===== src/rtl/seq_cla_sub.sv =====
// rtl/seq_cla_sub.sv - multi-cycle subtractor, one 8-bit carry-lookahead slice per clock
// WIDTH must be a multiple of 8 and at least 8.

module seq_cla_sub_slice (
  input  logic [7:0] a_i,
  input  logic [7:0] b_i,
  input  logic       cin_i,
  output logic [7:0] sum_o,
  output logic       cout_o
);

  logic [7:0] g;
  logic [7:0] p;
  logic [8:0] c;
  logic       c_acc;
  logic       p_acc;

  // Each carry is expanded as a flat generate/propagate product so no carry ripples through the slice.
  always_comb begin
    g     = a_i & ~b_i;
    p     = a_i ^ ~b_i;
    c     = '0;
    c_acc = 1'b0;
    p_acc = 1'b0;
    c[0]  = cin_i;
    for (int i = 0; i < 8; i++) begin
      c_acc = g[i];
      p_acc = p[i];
      for (int j = i - 1; j >= 0; j--) begin
        c_acc = c_acc | (p_acc & g[j]);
        p_acc = p_acc & p[j];
      end
      c[i+1] = c_acc | (p_acc & cin_i);
    end
    sum_o  = p ^ c[7:0];
    cout_o = c[8];
  end

endmodule

module seq_cla_sub #(
  parameter int WIDTH = 32
) (
  input  logic             clk,
  input  logic             rst,
  input  logic             start,
  input  logic [WIDTH-1:0] a,
  input  logic [WIDTH-1:0] b,
  output logic             busy,
  output logic             done,
  output logic [WIDTH-1:0] d,
  output logic             borrow,
  output logic             ovf
);

  localparam int NS = WIDTH / 8;
  localparam int IW = (NS > 1) ? $clog2(NS) : 1;
  localparam logic [IW-1:0] LAST = IW'(NS - 1);

  typedef enum logic [1:0] {IDLE, RUN, DONE} state_t;

  state_t           state_q;
  logic [WIDTH-1:0] a_q;
  logic [WIDTH-1:0] b_q;
  logic [WIDTH-1:0] d_q;
  logic [WIDTH-1:0] d_d;
  logic [IW-1:0]    idx_q;
  logic             carry_q;
  logic             borrow_q;
  logic             ovf_q;
  logic             busy_q;
  logic             done_q;
  logic [7:0]       slice_a;
  logic [7:0]       slice_b;
  logic [7:0]       slice_sum;
  logic             slice_cout;

  // Constant-index select/merge keeps every part-select in range for any NS.
  always_comb begin
    slice_a = '0;
    slice_b = '0;
    d_d     = d_q;
    for (int s = 0; s < NS; s++) begin
      if (idx_q == IW'(s)) begin
        slice_a          = a_q[8*s +: 8];
        slice_b          = b_q[8*s +: 8];
        d_d[8*s +: 8]    = slice_sum;
      end
    end
  end

  seq_cla_sub_slice u_slice (
    .a_i    (slice_a),
    .b_i    (slice_b),
    .cin_i  (carry_q),
    .sum_o  (slice_sum),
    .cout_o (slice_cout)
  );

  always_ff @(posedge clk) begin
    if (rst) begin
      state_q  <= IDLE;
      a_q      <= '0;
      b_q      <= '0;
      d_q      <= '0;
      idx_q    <= '0;
      carry_q  <= 1'b0;
      borrow_q <= 1'b0;
      ovf_q    <= 1'b0;
      busy_q   <= 1'b0;
      done_q   <= 1'b0;
    end else begin
      case (state_q)
        IDLE, DONE: begin
          if (start) begin
            a_q     <= a;
            b_q     <= b;
            d_q     <= '0;
            idx_q   <= '0;
            carry_q <= 1'b1;
            state_q <= RUN;
            busy_q  <= 1'b1;
            done_q  <= 1'b0;
          end else begin
            state_q <= IDLE;
            busy_q  <= 1'b0;
            done_q  <= 1'b0;
          end
        end
        RUN: begin
          d_q     <= d_d;
          carry_q <= slice_cout;
          idx_q   <= idx_q + 1'b1;
          if (idx_q == LAST) begin
            borrow_q <= ~slice_cout;
            ovf_q    <= (a_q[WIDTH-1] != b_q[WIDTH-1]) && (slice_sum[7] != a_q[WIDTH-1]);
            state_q  <= DONE;
            busy_q   <= 1'b0;
            done_q   <= 1'b1;
          end
        end
        default: begin
          state_q <= IDLE;
          busy_q  <= 1'b0;
          done_q  <= 1'b0;
        end
      endcase
    end
  end

  assign busy   = busy_q;
  assign done   = done_q;
  assign d      = d_q;
  assign borrow = borrow_q;
  assign ovf    = ovf_q;

endmodule


===== config.mk =====
export PLATFORM = sky130hd
export DESIGN_NAME = seq_cla_sub
export DESIGN_NICKNAME = d
export VERILOG_FILES = /design/src/rtl/seq_cla_sub.sv
export SDC_FILE = /design/constraint.sdc
export NUM_CORES = 1
export LEC_CHECK = 0
export ABC_AREA = 1
export CORE_UTILIZATION = 45
export CTS_CLUSTER_DIAMETER = 120
export CTS_CLUSTER_SIZE = 24
export DETAILED_ROUTE_END_ITERATION = 10
export HOLD_SLACK_MARGIN = 0.1
export MAX_ROUTING_LAYER = met4
export PLACE_DENSITY = 0.79
export SLEW_MARGIN = 20
export SYNTH_ARGS = -nofsm -noshare
export SYNTH_HDL_FRONTEND = slang
export SYNTH_HIERARCHICAL = 1
export SYNTH_SLANG_ARGS = --single-unit

===== constraint.sdc =====
create_clock -name clk -period 3.5 [get_ports clk]
set_input_delay 1.05 -clock clk [delete_from_list [all_inputs] [get_ports clk]]
set_output_delay 1.05 -clock clk [all_outputs]
set_load 0.02 [all_outputs]

==> impl_metrics.toml <==
[status]
status = "finished, final reports clean"

[pwr]
p_sw_frac = 0.3297
peakVddDrop_mv = 0.2521
seqPwrFrac = 0.440
netSwitchingPower_mw = 1.026
combPwrFrac = 0.291
cellLeakagePower_nw = 2.902
internal_power_mw = 2.087
clkPwrFrac = 0.269
powerDensity_nw_per_um2 = 492.8

[timing]
hold_viol = 0
slew_viol_final = 0
timing.fmax_ghz = 0.3263
skew_ns = 0.01227
worst_pin_slew_ns = 0.5865
hold_slack_ns = 0.4664
setup_viol_count_final = 0
min_period_ns = 3.065
relSlewSlack = 0.6090
setup_tns_ns = 0
rsz0062_at_grt = "false"
finalCritPeriodShare = 0.8757

[clock_network]
cts.htree.levels = 3
clkTransAtPathRegs_ns = 0.10
insertion_delay_ns = 0.38
clk_path_buf_depth = 2
cts_tree = "built"
cts_setup_buffers = 0
cts_sinks = 105
holdBufCountCts = 0
ctsResizeCount = 0
clock-root-buffer = "clkbuf_8"
numCtsBuffers = 9

[yosys]
netlist_instances = 734
synth-seq-cells = 105
yosys_warnings = 6
synth_nets = 815
synth_seq_area_share = 0.4170
yosysUniqueCellTypes = 29
syn_area_per_cell_um2 = 6.868
netlist_area_um2 = 5041

[global_routing]
grt_pass1_wl_um = 20490
grt_pass1_vias = 4405
grt.overflow.total = 0
antenna_found_initial = 0
grt-busiest-layer = "met2"
grtUsageTotal = 0.2315
grtUsageMet2 = 0.3791
grt_max_degree = 63
grtUsageMet3 = 0.04237
use_met1 = 0.2935

[hold_path]
hp-class = "flip-flop to flip-flop"

[place]
dpl.hpwl_um = 9079
portBuffers = 102
gp_congestion = 0.8879

[setup_path]
criticalPathCategory = "flip-flop to flip-flop"
path_buf_inv = 3
crit_family = "simple AND/OR/NAND/NOR gates"
path_cells = "inv_1, ha_1, inv_1, nor2_1, a21oi_1, nand2_1, nand2_1, inv_1, ha_1, nand2_1, nand2_1, nand3_2, nand2_1, nand2_1, nand2_1, nand2_1, nand2_1, o21ai_0, nor2_1, nor2_1"
path_common_cell = "nand2_1"
crit_arrival_ns = 3.39
timing.critical_path.required_ns = 3.82
cp-start-kind = "flip-flop"
cpPeakStageDelay_ns = 0.41
cp-end-kind = "flip-flop"
cp_max_fo = 16
critPathSlowestCell = "dfxtp_1"

[die]
die_w_um = 107.8
initial_utilization = 0.4630
die_h_um = 107.8
io_pins = 103
rows = 38
dieArea_um2 = 11630
design.core.area_um2 = 10890

[job]
drv_cap = 0

[detailed_routing]
routedWlPerCell_um = 12.87
route.detailed.drc = 0
viasPerCell = 4.964
drt_wl_total_um = 12360
first_pass_iters = 5
vias = 4765
ant_nets = 0
dr.first_iter.drc_count = 296

[finish]
multi_input_area_um2 = 2474
syn2layout_area_growth_pct = 25.32
nets = 896
fillCellCount = 1036
post-route-util = 0.5802
drive_gt1_frac = 0.05488
final_cell_mix = "174 x nor2_1, 143 x nand2_1, 105 x dfxtp_1"
insertedDiodeCount = 0
seq_area_um2 = 2102
final_common_cell = "nor2_1"
cell families (layout without fill, tap and decap cells):
group / after synthesis / after routing / synth area share
and+or+nand+nor: 390 / 390 / 0.3286
AOI/OAI and AO/OA: 119 / 119 / 0.1189
DFF: 105 / 105 / 0.4170
buffers and inverters: 102 / 188 / 0.09233
adders and majority gates: 14 / 14 / 0.03624
xor gates and xnor gates: 4 / 4 / 0.006951
Yosys cell counts:
library cell | n | area share
inv_2 | 5 | 0.0037
buf_2 | 19 | 0.019
inv_1 | 56 | 0.042
dfxtp_1 | 105 | 0.42
nand3_1 | 33 | 0.033
nor3_2 | 1 | 0.0020
nor2_1 | 174 | 0.13
ha_1 | 13 | 0.032
nand4_1 | 1 | 0.0012
nand3_2 | 1 | 0.0020
nand2_4 | 2 | 0.0045
a31oi_1 | 1 | 0.0012
nand3b_1 | 24 | 0.036
o21ai_0 | 72 | 0.071
xor2_1 | 3 | 0.0052
nand2_1 | 143 | 0.11
nor2_4 | 1 | 0.0022
fa_1 | 1 | 0.0040
a21oi_1 | 45 | 0.045
xnor2_1 | 1 | 0.0017
clkbuf_1 | 11 | 0.0082
o21a_1 | 1 | 0.0015
nor3_1 | 1 | 0.00099
buf_4 | 8 | 0.012
clkbuf_8 | 1 | 0.0027
buf_6 | 1 | 0.0022
buf_8 | 1 | 0.0030
nor2_2 | 1 | 0.0012
nand2_2 | 8 | 0.0099
path summary, 6_finish.rpt:
| kind | slack (ns) | cells past startpoint | endpoint | start |
|---|---|---|---|---|
| max | 0.43 | 20 | ovf | idx_q[0] |
| min | 0.47 | 2 | d[6] | d[6] |
| max reg2reg | 0.43 | 20 | ovf | idx_q[0] |
| min reg2reg | 0.47 | 2 | d[6] | d[6] |
registers in the layout, indices dropped and copies added (netlist names):
name and flops:
a_q 32, b_q 32, d 32, idx_q 2, state_q 2, borrow 1, busy 1, carry_q 1
done 1, ovf 1
stage by stage:
stage	total power [mW]	setup slack (ns)	std cells	cell area, um^2
2_1_floorplan	1.984	0.9346	734	5041
3_3_place_gp	2.277	0.5315	944	6093
3_5_place_dp	2.291	0.5093	944	6093
4_1_cts	3.127	0.4722	960	6317
5_1_grt	3.295	0.08863	960	6317
6_report	3.113	0.4349	960	6317
power by group through the flow:
stage               clock network, mW  registers, mW  logic (mW)
floorplan                           0           1.43       0.556
global placement                    0           1.39       0.882
detailed placement                  0           1.40       0.895
CTS                             0.854           1.37       0.904
global route                    0.895           1.38        1.02
finish                          0.838           1.37       0.906
worst reg2reg max path, stage by stage (launching register included):
cell,delay (ns)
dfxtp_1,0.41
inv_1,0.09
ha_1,0.22
inv_1,0.38
nor2_1,0.11
a21oi_1,0.13
nand2_1,0.06
nand2_1,0.13
inv_1,0.06
ha_1,0.30
nand2_1,0.08
nand2_1,0.07
nand3_2,0.08
nand2_1,0.06
nand2_1,0.07
nand2_1,0.06
nand2_1,0.06
nand2_1,0.15
o21ai_0,0.33
nor2_1,0.08
nor2_1,0.10
metal layers:
layer / up-vias / wire [um]
li1: 2471 / -
met5: - / 0
met1: 2164 / 5677
met3: 17 / 576
met2: 113 / 5907
met4: 0 / 193
layout make-up:
type / instances / area share
flip-flops and latches: 105 / 0.3327
clock buffers: 9 / 0.01961
inverters: 61 / 0.03624
clock inverters: 7 / 0.01584
repair buffers: 111 / 0.1763
well taps: 140 / 0.02773
multi-input cells: 527 / 0.3916
(Power assumes the default switching activity.)
